## config.mk

```make
export PLATFORM = sky130hd
export DESIGN_NAME = stage2_result_writer_flat
export DESIGN_NICKNAME = d
export VERILOG_FILES = /design/src/rtl/stage2_wb_pkg.sv /design/src/rtl/stage2_result_writer_if.sv /design/src/rtl/stage2_wb_fifo.sv /design/src/rtl/stage2_result_writer.sv /design/src/flat_wrapper.sv
export SDC_FILE = /design/constraint.sdc
export NUM_CORES = 1
export LEC_CHECK = 0
export CAP_MARGIN = 20
export CORE_ASPECT_RATIO = 0.75
export CORE_MARGIN = 2
export CORE_UTILIZATION = 38
export CTS_CLUSTER_DIAMETER = 120
export CTS_CLUSTER_SIZE = 40
export DETAILED_ROUTE_END_ITERATION = 10
export GPL_ROUTABILITY_DRIVEN = 0
export PLACE_DENSITY = 0.65
export SYNTH_ARGS = -nofsm -noshare
export SYNTH_HDL_FRONTEND = slang
export SYNTH_SLANG_ARGS = --single-unit
```

## constraint.sdc

```tcl
create_clock -name CLK_i -period 13.9 [get_ports CLK_i]
set_clock_uncertainty 0.05 [all_clocks]
set_input_delay 2.085 -clock CLK_i [delete_from_list [all_inputs] [get_ports CLK_i]]
set_output_delay 2.085 -clock CLK_i [all_outputs]
set_load 0.005 [all_outputs]
```

## src/rtl/stage2_wb_pkg.sv

```systemverilog
// stage2_wb_pkg: stage tags, bank map and FSM states shared by the stage-2 result writer
package stage2_wb_pkg;

    typedef enum logic [2:0] {
        S_SCALE0, S_SCALE1, S_SCALE2, S_SCALE3, S_STAGE4, S_STAGE5, S_CID, S_FINISH
    } stage_e;

    localparam int BANK_S03   = 0;
    localparam int BANK_S4    = 1;
    localparam int BANK_S5    = 2;
    localparam int BANK_CID   = 3;
    localparam int BANK_DNORM = 4;

    typedef enum logic [1:0] {IDLE, RUN, DRAIN, DONE} fsm_e;

    // Port A bank for a stage; stage 6 additionally writes bank 4 on port B
    function automatic logic [1:0] bank_of(stage_e s);
        return s == S_STAGE4 ? 2'(BANK_S4) :
               s == S_STAGE5 ? 2'(BANK_S5) :
               s == S_CID    ? 2'(BANK_CID) : 2'(BANK_S03);
    endfunction

endpackage

```

## src/rtl/stage2_result_writer_if.sv

```systemverilog
// stage2_result_writer_if: stage-2 pipe beat inputs, stall, and SRAM write ports A/B
interface stage2_result_writer_if #(
    parameter int WIDTH         = 16,
    parameter int PARALLEL_SIZE = 2,
    parameter int ADDR_W        = 12
);
    localparam int DW = WIDTH * PARALLEL_SIZE;

    logic              valid_i;
    logic [2:0]        stage_i;
    logic              finished_i;
    logic [DW-1:0]     operand1_i;
    logic [DW-1:0]     operand2_i;
    logic              stall_o;
    logic              sram_ready_i;
    logic              wa_en_o;
    logic [1:0]        wa_bank_o;
    logic [ADDR_W-1:0] wa_addr_o;
    logic [DW-1:0]     wa_data_o;
    logic              wb_en_o;
    logic [ADDR_W-1:0] wb_addr_o;
    logic [DW-1:0]     wb_data_o;

    modport slave (
        input  valid_i, stage_i, finished_i, operand1_i, operand2_i, sram_ready_i,
        output stall_o, wa_en_o, wa_bank_o, wa_addr_o, wa_data_o, wb_en_o, wb_addr_o, wb_data_o
    );

    modport master (
        output valid_i, stage_i, finished_i, operand1_i, operand2_i, sram_ready_i,
        input  stall_o, wa_en_o, wa_bank_o, wa_addr_o, wa_data_o, wb_en_o, wb_addr_o, wb_data_o
    );

endinterface

```

## src/rtl/stage2_wb_fifo.sv

```systemverilog
// stage2_wb_fifo: synchronous FIFO with occupancy count and synchronous clear; DEPTH power of 2
module stage2_wb_fifo #(
    parameter int W     = 8,
    parameter int DEPTH = 4
) (
    input  logic                   CLK_i,
    input  logic                   RST_i,
    input  logic                   clr,
    input  logic                   wr,
    input  logic [W-1:0]           din,
    input  logic                   rd,
    output logic [W-1:0]           dout,
    output logic                   empty,
    output logic [$clog2(DEPTH):0] count
);
    localparam int AW = $clog2(DEPTH);
    localparam int CW = AW + 1;

    logic [W-1:0]  mem [DEPTH];
    logic [AW-1:0] wp, rp;
    logic          we, re;

    assign empty = count == '0;
    assign we    = wr && count != CW'(DEPTH);
    assign re    = rd && !empty;
    assign dout  = mem[rp];

    always_ff @(posedge CLK_i or posedge RST_i) begin
        if (RST_i) begin
            wp    <= '0;
            rp    <= '0;
            count <= '0;
        end else if (clr) begin
            wp    <= '0;
            rp    <= '0;
            count <= '0;
        end else begin
            wp    <= wp + AW'(we);
            rp    <= rp + AW'(re);
            count <= count + CW'(we) - CW'(re);
        end
    end

    always_ff @(posedge CLK_i)
        if (we) mem[wp] <= din;

endmodule

```

## src/rtl/stage2_result_writer.sv

```systemverilog
// stage2_result_writer: buffers stage-2 result beats and writes them into SRAM banks 0..4.
// Define STAGE2_WB_OVF_CHECK_EN to add the sticky ovf_o drop flag and a drop assertion.
module stage2_result_writer
    import stage2_wb_pkg::*;
#(
    parameter int WIDTH         = 16,
    parameter int PARALLEL_SIZE = 2,
    parameter int ADDR_W        = 12,
    parameter int FIFO_DEPTH    = 4
) (
    input  logic                    CLK_i,
    input  logic                    RST_i,
    input  logic                    start_i,
    output logic                    busy_o,
    output logic                    done_o,
    stage2_result_writer_if.slave   bus
`ifdef STAGE2_WB_OVF_CHECK_EN
    ,
    output logic                    ovf_o
`endif
);
    localparam int DW = WIDTH * PARALLEL_SIZE;
    localparam int CW = $clog2(FIFO_DEPTH) + 1;

    typedef struct packed {
        stage_e        stage;
        logic [DW-1:0] op1;
        logic [DW-1:0] op2;
    } beat_t;

    fsm_e              state;
    beat_t             din, head;
    logic [CW-1:0]     count;
    logic              empty, clr, push, pop;
    logic [1:0]        hb;
    logic [2:0]        hi;
    logic [ADDR_W-1:0] ptr [5];

    assign clr         = state == IDLE && start_i;
    assign push        = state == RUN && bus.valid_i && stage_e'(bus.stage_i) != S_FINISH;
    assign pop         = !empty && bus.sram_ready_i;
    assign din         = '{stage: stage_e'(bus.stage_i), op1: bus.operand1_i, op2: bus.operand2_i};
    assign hb          = bank_of(head.stage);
    assign hi          = {1'b0, hb};
    // Keeps one slot free for the beat the producer issues during the stall cycle
    assign bus.stall_o = (state == RUN || state == DRAIN) && count >= CW'(FIFO_DEPTH - 1);
    assign busy_o      = state != IDLE;
    assign done_o      = state == DONE;

    stage2_wb_fifo #(.W($bits(beat_t)), .DEPTH(FIFO_DEPTH)) u_fifo (
        .CLK_i (CLK_i),
        .RST_i (RST_i),
        .clr   (clr),
        .wr    (push),
        .din   (din),
        .rd    (pop),
        .dout  (head),
        .empty (empty),
        .count (count)
    );

    always_ff @(posedge CLK_i or posedge RST_i) begin
        if (RST_i)
            state <= IDLE;
        else
            state <= state == IDLE  ? (start_i ? RUN : IDLE) :
                     state == RUN   ? (bus.finished_i ? DRAIN : RUN) :
                     state == DRAIN ? (empty && !bus.wa_en_o ? DONE : DRAIN) : IDLE;
    end

    always_ff @(posedge CLK_i or posedge RST_i) begin
        if (RST_i) begin
            bus.wa_en_o   <= 1'b0;
            bus.wa_bank_o <= '0;
            bus.wa_addr_o <= '0;
            bus.wa_data_o <= '0;
            bus.wb_en_o   <= 1'b0;
            bus.wb_addr_o <= '0;
            bus.wb_data_o <= '0;
            ptr           <= '{default: '0};
        end else begin
            bus.wa_en_o <= pop;
            bus.wb_en_o <= pop && head.stage == S_CID;
            if (clr) begin
                ptr <= '{default: '0};
            end else if (pop) begin
                bus.wa_bank_o <= hb;
                bus.wa_addr_o <= ptr[hi];
                bus.wa_data_o <= head.op1;
                ptr[hi]       <= ptr[hi] + ADDR_W'(1);
                if (head.stage == S_CID) begin
                    bus.wb_addr_o          <= ptr[3'(BANK_DNORM)];
                    bus.wb_data_o          <= head.op2;
                    ptr[3'(BANK_DNORM)]    <= ptr[3'(BANK_DNORM)] + ADDR_W'(1);
                end
            end
        end
    end

`ifdef STAGE2_WB_OVF_CHECK_EN
    logic drop;
    assign drop = push && count == CW'(FIFO_DEPTH);

    always_ff @(posedge CLK_i or posedge RST_i) begin
        if (RST_i)
            ovf_o <= 1'b0;
        else if (clr)
            ovf_o <= 1'b0;
        else if (drop)
            ovf_o <= 1'b1;
    end

    a_no_drop: assert property (@(posedge CLK_i) disable iff (RST_i) !drop);
`endif

endmodule

```

## src/flat_wrapper.sv

```systemverilog
// flat-port wrapper written by rule: the top's interface ports become plain ports
module stage2_result_writer_flat import stage2_wb_pkg::*;
#(
    parameter int WIDTH         = 16,
    parameter int PARALLEL_SIZE = 2,
    parameter int ADDR_W        = 12,
    parameter int FIFO_DEPTH    = 4
)
  (CLK_i, RST_i, start_i, busy_o, done_o, bus_valid_i, bus_stage_i, bus_finished_i, bus_operand1_i, bus_operand2_i, bus_sram_ready_i, bus_stall_o, bus_wa_en_o, bus_wa_bank_o, bus_wa_addr_o, bus_wa_data_o, bus_wb_en_o, bus_wb_addr_o, bus_wb_data_o);
  stage2_result_writer_if #(.WIDTH(WIDTH), .PARALLEL_SIZE(PARALLEL_SIZE), .ADDR_W(ADDR_W)) bus_i ();
  input  logic CLK_i;
  input  logic RST_i;
  input  logic start_i;
  output logic busy_o;
  output logic done_o;
  input wire logic [$bits(bus_i.valid_i)-1:0] bus_valid_i;
  input wire logic [$bits(bus_i.stage_i)-1:0] bus_stage_i;
  input wire logic [$bits(bus_i.finished_i)-1:0] bus_finished_i;
  input wire logic [$bits(bus_i.operand1_i)-1:0] bus_operand1_i;
  input wire logic [$bits(bus_i.operand2_i)-1:0] bus_operand2_i;
  input wire logic [$bits(bus_i.sram_ready_i)-1:0] bus_sram_ready_i;
  output wire logic [$bits(bus_i.stall_o)-1:0] bus_stall_o;
  output wire logic [$bits(bus_i.wa_en_o)-1:0] bus_wa_en_o;
  output wire logic [$bits(bus_i.wa_bank_o)-1:0] bus_wa_bank_o;
  output wire logic [$bits(bus_i.wa_addr_o)-1:0] bus_wa_addr_o;
  output wire logic [$bits(bus_i.wa_data_o)-1:0] bus_wa_data_o;
  output wire logic [$bits(bus_i.wb_en_o)-1:0] bus_wb_en_o;
  output wire logic [$bits(bus_i.wb_addr_o)-1:0] bus_wb_addr_o;
  output wire logic [$bits(bus_i.wb_data_o)-1:0] bus_wb_data_o;
  assign bus_i.valid_i = bus_valid_i;
  assign bus_i.stage_i = bus_stage_i;
  assign bus_i.finished_i = bus_finished_i;
  assign bus_i.operand1_i = bus_operand1_i;
  assign bus_i.operand2_i = bus_operand2_i;
  assign bus_i.sram_ready_i = bus_sram_ready_i;
  assign bus_stall_o = bus_i.stall_o;
  assign bus_wa_en_o = bus_i.wa_en_o;
  assign bus_wa_bank_o = bus_i.wa_bank_o;
  assign bus_wa_addr_o = bus_i.wa_addr_o;
  assign bus_wa_data_o = bus_i.wa_data_o;
  assign bus_wb_en_o = bus_i.wb_en_o;
  assign bus_wb_addr_o = bus_i.wb_addr_o;
  assign bus_wb_data_o = bus_i.wb_data_o;
  stage2_result_writer #(.WIDTH(WIDTH), .PARALLEL_SIZE(PARALLEL_SIZE), .ADDR_W(ADDR_W), .FIFO_DEPTH(FIFO_DEPTH)) u_core (.CLK_i(CLK_i), .RST_i(RST_i), .start_i(start_i), .busy_o(busy_o), .done_o(done_o), .bus(bus_i));
endmodule
```

### Word-level counts from Yosys, hierarchy flattened

Memories as Yosys holds them, arrays and structs flattened.
Cells that the tools add are included.

* add/subtract/negate cells: 5
* multiply operators: 0
* divide/modulo/power cells: 0
* magnitude comparators: 3
* eq/ne operators: 8
* shift operators: 0
* multiplexer cells: 22
* bitwise logic cells: 2
* reductions and logical operators: 19

Operators by type and width (count)
* two-way mux 60 bit: 2
* bitwise mux 60 bit: 1
* binary-select mux 12 bit (select 3 bit): 1
* demux 12 bit (select 3 bit): 1
* two-way mux 12 bit: 3
* two-way mux 2 bit: 9
* adder 12 x 1 -> 12 bit (second input constant): 1
* logical AND 1 bit: 10
* equality test 3 bit (second input constant): 3
* != test 3 bit (second input constant): 2
* adder 2 x 1 -> 2 bit: 2
* equality test 2 bit (second input constant): 2
* >= comparator 4 bit (second input constant): 1
* less-than comparator 4 x 1 -> 1 bit (second input constant): 1
* two-way mux 1 bit: 4
* NOT 2 -> 4 bit: 1
* nonzero test 2 bit: 2
* adder 3 x 1 -> 3 bit: 1
* >= comparator 3 x 2 -> 1 bit (second input constant): 1
* zero test 3 bit: 1
* two-way mux 3 bit: 1
* AND reduction 3 bit: 1
* subtractor 3 x 1 -> 3 bit: 1
* equality test 2 x 1 -> 1 bit (second input constant): 1
* other kinds (5): 6

* flip-flop bits (word level): 149
* latch bits: 0
* memory bits (writable): 268
* ROM bits: 0
* output and inout port bits: 95
* word-level logic and storage cells: 75
* memories kept: 1

Memory list
* u_core.u_fifo.mem: words 4, width 67, read ports 1, clocked after memory_dff 0, wr ports 1, RTL line stage2_wb_fifo.sv:19 `logic [W-1:0] mem [DEPTH];`

### Longest topological paths before layout

An unclocked memory read counts as a cell.

* depth after elaboration: 13
* gate-level depth with buffers: 12

### By module

Synthesis repeated with hierarchy kept, for this count alone.

* cells, all modules: 918
* area total of the unflattened synthesis: 15750.1 um2

Modules (own cells, without submodules)
* stage2_wb_fifo: instances 1, cells each 385, area each 10102.2 um2
* stage2_result_writer: instances 1, cells each 533, area each 5647.9 um2

### Worst setup path after synthesis

OpenSTA, ideal clock, no wires.

* kind: input port to flip-flop
* from: input port bus_stage_i[2]
* to: memory u_core.u_fifo.mem[0][0] (netlist name), enable pin
* library setup time: 0.574 ns
* arrival: 7.095 ns
* required time: 13.276 ns
* slack: 6.181 ns
* cell stages on the path: 5
* buffers on the path: 1
* cell sequence: nand3_1 -> and4_1 -> clkbuf_1 -> inv_1 -> nor3_1

* cells in the longest elaborated chain, start to end: 5

Ends and longest elaborated chain
* start: declaration: RTL line flat_wrapper.sv:17 `input wire logic [$bits(bus_i.stage_i)-1:0] bus_stage_i;`
* != test 3 bit: RTL line stage2_result_writer.sv:40 `assign push = state == RUN && bus.valid_i && stage_e'(bus.stage_i) != S_FINISH;`
* logical AND 1 bit: RTL line stage2_result_writer.sv:40
* logical AND 1 bit: RTL line stage2_wb_fifo.sv:24 `assign we = wr && count != CW'(DEPTH);`
* two-way mux 1 bit: RTL line stage2_wb_fifo.sv:45 `if (we) mem[wp] <= din;`
* two-way mux 1 bit (not written as such): RTL line stage2_wb_fifo.sv:45
* end: declaration: RTL line stage2_wb_fifo.sv:19

No other way between the ends.

### Worst setup path after layout

* from: register u_core.u_fifo.rp[0]
* to: register u_core.ptr[23] (netlist name)

* cells in the longest elaborated chain, start to end: 13
* elaborated cells between the ends (all ways): 20
* those cells by class: add/sub (1); order compare (2); eq/ne (3); mux (11); bitwise (1); reduce/logical (1); memory (1)

Ends and longest elaborated chain
* start: declaration: RTL line stage2_wb_fifo.sv:20 `logic [AW-1:0] wp, rp;`
* start signal: assignment: RTL line stage2_wb_fifo.sv:39 `rp <= rp + AW'(re);`
* memory read (4 x 67 bit) *
* equality test 3 bit: RTL line stage2_wb_pkg.sv:20 `s == S_CID ? 2'(BANK_CID) : 2'(BANK_S03);`
* two-way mux 2 bit: RTL line stage2_wb_pkg.sv:20
* two-way mux 2 bit: RTL line stage2_wb_pkg.sv:19 `s == S_STAGE5 ? 2'(BANK_S5) :`
* two-way mux 2 bit *: RTL line stage2_wb_pkg.sv:18 `return s == S_STAGE4 ? 2'(BANK_S4) :`
* NOT 2 -> 4 bit (not written as such) *: RTL line stage2_result_writer.sv:90 `ptr[hi] <= ptr[hi] + ADDR_W'(1);`
* binary-select mux 12 bit (select 3 bit), or another cell as far along: RTL line stage2_result_writer.sv:90
* two-way mux 12 bit (not written as such) or logical AND 1 bit (tied branches): RTL line stage2_result_writer.sv:90
* two-way mux 12 bit (not written as such): RTL line stage2_result_writer.sv:90
* adder 12 x 1 -> 12 bit or demux 12 bit (select 3 bit) (tied branches): RTL line stage2_result_writer.sv:90
* bitwise mux 60 bit *: RTL line stage2_result_writer.sv:90
* two-way mux 60 bit *: RTL line stage2_result_writer.sv:86 `end else if (pop) begin`
* two-way mux 60 bit *: RTL line stage2_result_writer.sv:84 `if (clr) begin`
* end signal: indexed assignment: RTL line stage2_result_writer.sv:90
* end signal: indexed assignment: RTL line stage2_result_writer.sv:94 `ptr[3'(BANK_DNORM)] <= ptr[3'(BANK_DNORM)] + ADDR_W'(1);`
* end: declaration: RTL line stage2_result_writer.sv:37 `logic [ADDR_W-1:0] ptr [5];`

Mark *: on every way between the ends. The rest lies on a longest branch, timed or not. The select of a mux whose other input is x is not followed.
A chain may end at the register's enable or synchronous reset.

==> summary.txt <==
Global routing
  • Vias in the first global route: 8797
  • Initial antenna violation count: 3
  • Remaining Overflow, GRT: 0
  • GRT Overall Usage: 0.1596
  • Largest net degree at the start of global routing: 94
  • First-pass GRT wire length: 52900 µm

Logic synthesis
  • Yosys top cell area share: 0.5144
  • Synth top cells by count: edfxtp_1, nand2_1, dfrtp_1
  • EDFF count, synth: 268
  • Async set-reset flop share out of synthesis: 0.3383
  • Post-synthesis sequential area ratio: 0.7335
  • Most common cell in the netlist: edfxtp_1
  • Netlist cell types: 45
  • Main synth FF type: edfxtp_1
  • Synth top area cells: edfxtp_1, dfrtp_1, mux4_2
  • Mapped Cells: 984
  • Synth Cell Area: 15650 µm²
  • Synthesis warning total: 0
  • Post-synthesis cell type with the largest combined area: edfxtp_1
  • Syn avg cell area: 15.90 µm²
  • Post-synthesis register bit count: 405

Layout
  • Multi-input logic area: 3892 µm²
  • Fraction of layout cells with a size suffix above 1: 0.1030
  • Flip-flop and latch area: 11480 µm²
  • Fin cells: 1655
  • Final nets: 1202
  • Fill count: 3578
  • Area growth from synthesis to layout: 16.32%

Clock network
  • Skew-Pair Late Insertion Delay: 0.54 ns
  • Post-CTS Setup Bufs: 0
  • CTS tree: built
  • CTS Hold Buffers Added: 0
  • Clock sinks: 405
  • CTS buffer count: 14
  • Clock Tree Buf Depth: 3
  • CTS resizes: 0
  • Clock Tree Root: clkbuf_16
  • Worst-path clk slew: 0.15 ns
  • H-tree levels: 1

Timing
  • Unrepaired setup endpoints after global routing: no
  • Worst slew margin: 0.2450
  • Final Max Tran Viols: 0
  • Final Hold Fails: 0
  • Final setup viols: 0
  • Fin crit share: 0.3336
  • Minimum clock period: 4.638 ns
  • Tightest Pin Transition: 1.124 ns
  • Final TNS setup: 0 ns
  • Peak Freq: 215.6 MHz

Job
  • Max Cap Viol: 0

Floorplan
  • Die area: 42830 µm²
  • Core area: 40680 µm²
  • Starting density of the core: 0.3846
  • IO Pins: 168
  • # rows: 64
  • Die Width: 238.3 µm
  • Die H: 179.7 µm

Routing
  • Final ANT Viol Nets: 0
  • Routed wire length: 33460 µm
  • DR pass1 iterations: 5
  • Initial DRC count: 659
  • # DRC: 0
  • DR WL/cell: 20.22 µm
  • Vias per inst: 5.080
  • Vias: 8408

Power
  • Worst vdd ir: 0.1081 mV
  • LEAKAGE: 6.670 nW
  • Pwr Density: 178.3 nW/µm²

Critical path
  • Worst path required time: 14.26 ns
  • Arr. time, crit path: 5.00 ns
  • CP Class: register to register
  • CP max FO: 42
  • Type of destination of the critical path: register
  • Worst Setup Start Kind: register

Place
  • Hpwl dp: 19590 µm
  • Placed cell count: 1629
  • Port buffer count: 155

Worst hold path
  • Min-Delay Path Class: register to register

Run status
  • Outcome: completed
-- routing by layer --
| metal | GRT usage | up-vias | part of all wire |
|---|---|---|---|
| met5 | 0 | - | 0.00081 |
| met4 | 0.02575 | 4 | 0.015 |
| met3 | 0.03624 | 30 | 0.054 |
| met2 | 0.2625 | 183 | 0.49 |
| met1 | 0.2222 | 4356 | 0.44 |
| li1 | - | 3835 | - |
-- cell families (layout without fill, tap and decap cells) --
logic type                 Yosys count  after routing  synth area share
AOI/OAI and AO/OA                   85             85           0.03814
xor gates and xnor gates            14             14          0.007837
adders and majority gates           10             10          0.008477
buffers and inverters               78            209           0.02263
DFF                                405            405            0.7335
muxes                               81             81            0.1055
other                                1             13         0.0002397
and+or+nand+nor                    310            310           0.08373
-- stage by stage --
step | power, mW | setup slack (ns) | util | cell area [µm²] | hold slack (ns)
2_1_floorplan | 2.263 | 6.181 | - | 15690 | 0.3992
3_3_place_gp | 2.702 | 8.782 | 0.4360 | 17740 | 0.4070
3_5_place_dp | 2.722 | 8.741 | 0.4362 | 17740 | 0.4114
4_1_cts | 3.286 | 9.211 | 0.4470 | 18180 | 0.4356
5_1_grt | 3.440 | 8.951 | 0.4473 | 18200 | 0.4615
6_report | 3.246 | 9.262 | 0.4474 | 18200 | 0.4343
-- worst max-delay path: stages, from the launching register on --
cell and delay [ns]:
dfrtp_4 1.04, mux4_2 0.90, a21bo_2 0.43, a221oi_1 0.85, nand4_4 0.35, nor4_2 0.39, xor2_1 0.34, o21ai_1 0.10
-- area by class of cell --
class,count,area share
flip-flops and latches,405,0.6310
multi-input cells,512,0.2139
repair buffers,168,0.09061
well taps,528,0.03630
clock buffers,21,0.02186
inverters,18,0.003987
clock inverters,2,0.002269
diodes,1,0.0001375
-- worst paths after layout --
path	startpoint	end	slack, ns	cells past startpoint
min	u_core.bus.wa_data_o[17]	u_core.bus.wa_data_o[17]	0.43	2
max	u_core.u_fifo.rp[0]	u_core.ptr[23]	9.26	7
min in group asynchronous	RST_i	u_core.ptr[24]	2.04	2
min reg2reg	u_core.bus.wa_data_o[17]	u_core.bus.wa_data_o[17]	0.43	2
max reg2reg	u_core.u_fifo.rp[0]	u_core.ptr[23]	9.26	7
max in group asynchronous	RST_i	u_core.bus.wb_data_o[3]	10.54	3
-- report_power, final --
part / switching [mW] / internal (mW) / total, mW
combinational: 0.538 / 0.510 / 1.05
clock: 0.355 / 0.210 / 0.564
sequential: 0.134 / 1.50 / 1.63
total: 1.03 / 2.22 / 3.25
-- cells in the final DEF (no fill, tap or decap), types with 2 or more instances in the layout --
cell and instances:
a21boi_0 2, a21oi_1 9, a221oi_1 4, a222oi_1 4, a22o_1 27, and2_1 4
buf_4 13, clkbuf_1 6, clkbuf_16 15, clkdlybuf4s50_1 155, conb_1 12, dfrtp_1 135
dfrtp_4 2, edfxtp_1 268, ha_1 9, inv_1 17, mux2i_1 13, mux4_2 67
nand2_1 255, nand2b_1 3, nand3_1 3, nor2_1 13, nor2_4 2, nor2b_1 3
nor3_1 4, nor3b_1 4, nor4_2 2, nor4bb_1 4, o21ai_0 27, o21ai_1 4
o221a_2 2, o22ai_1 3, xnor2_1 9, xor2_1 5
-- sequential cells by signal, summed over array words and instances, names as in the netlist, 3 cells and up --
register / flops
u_core.bus.wa_addr_o: 12
u_core.ptr: 48
u_core.bus.wa_data_o: 32
u_core.u_fifo.count: 3
u_core.u_fifo.mem: 268
u_core.bus.wb_data_o: 32
(Power assumes the default switching activity.)
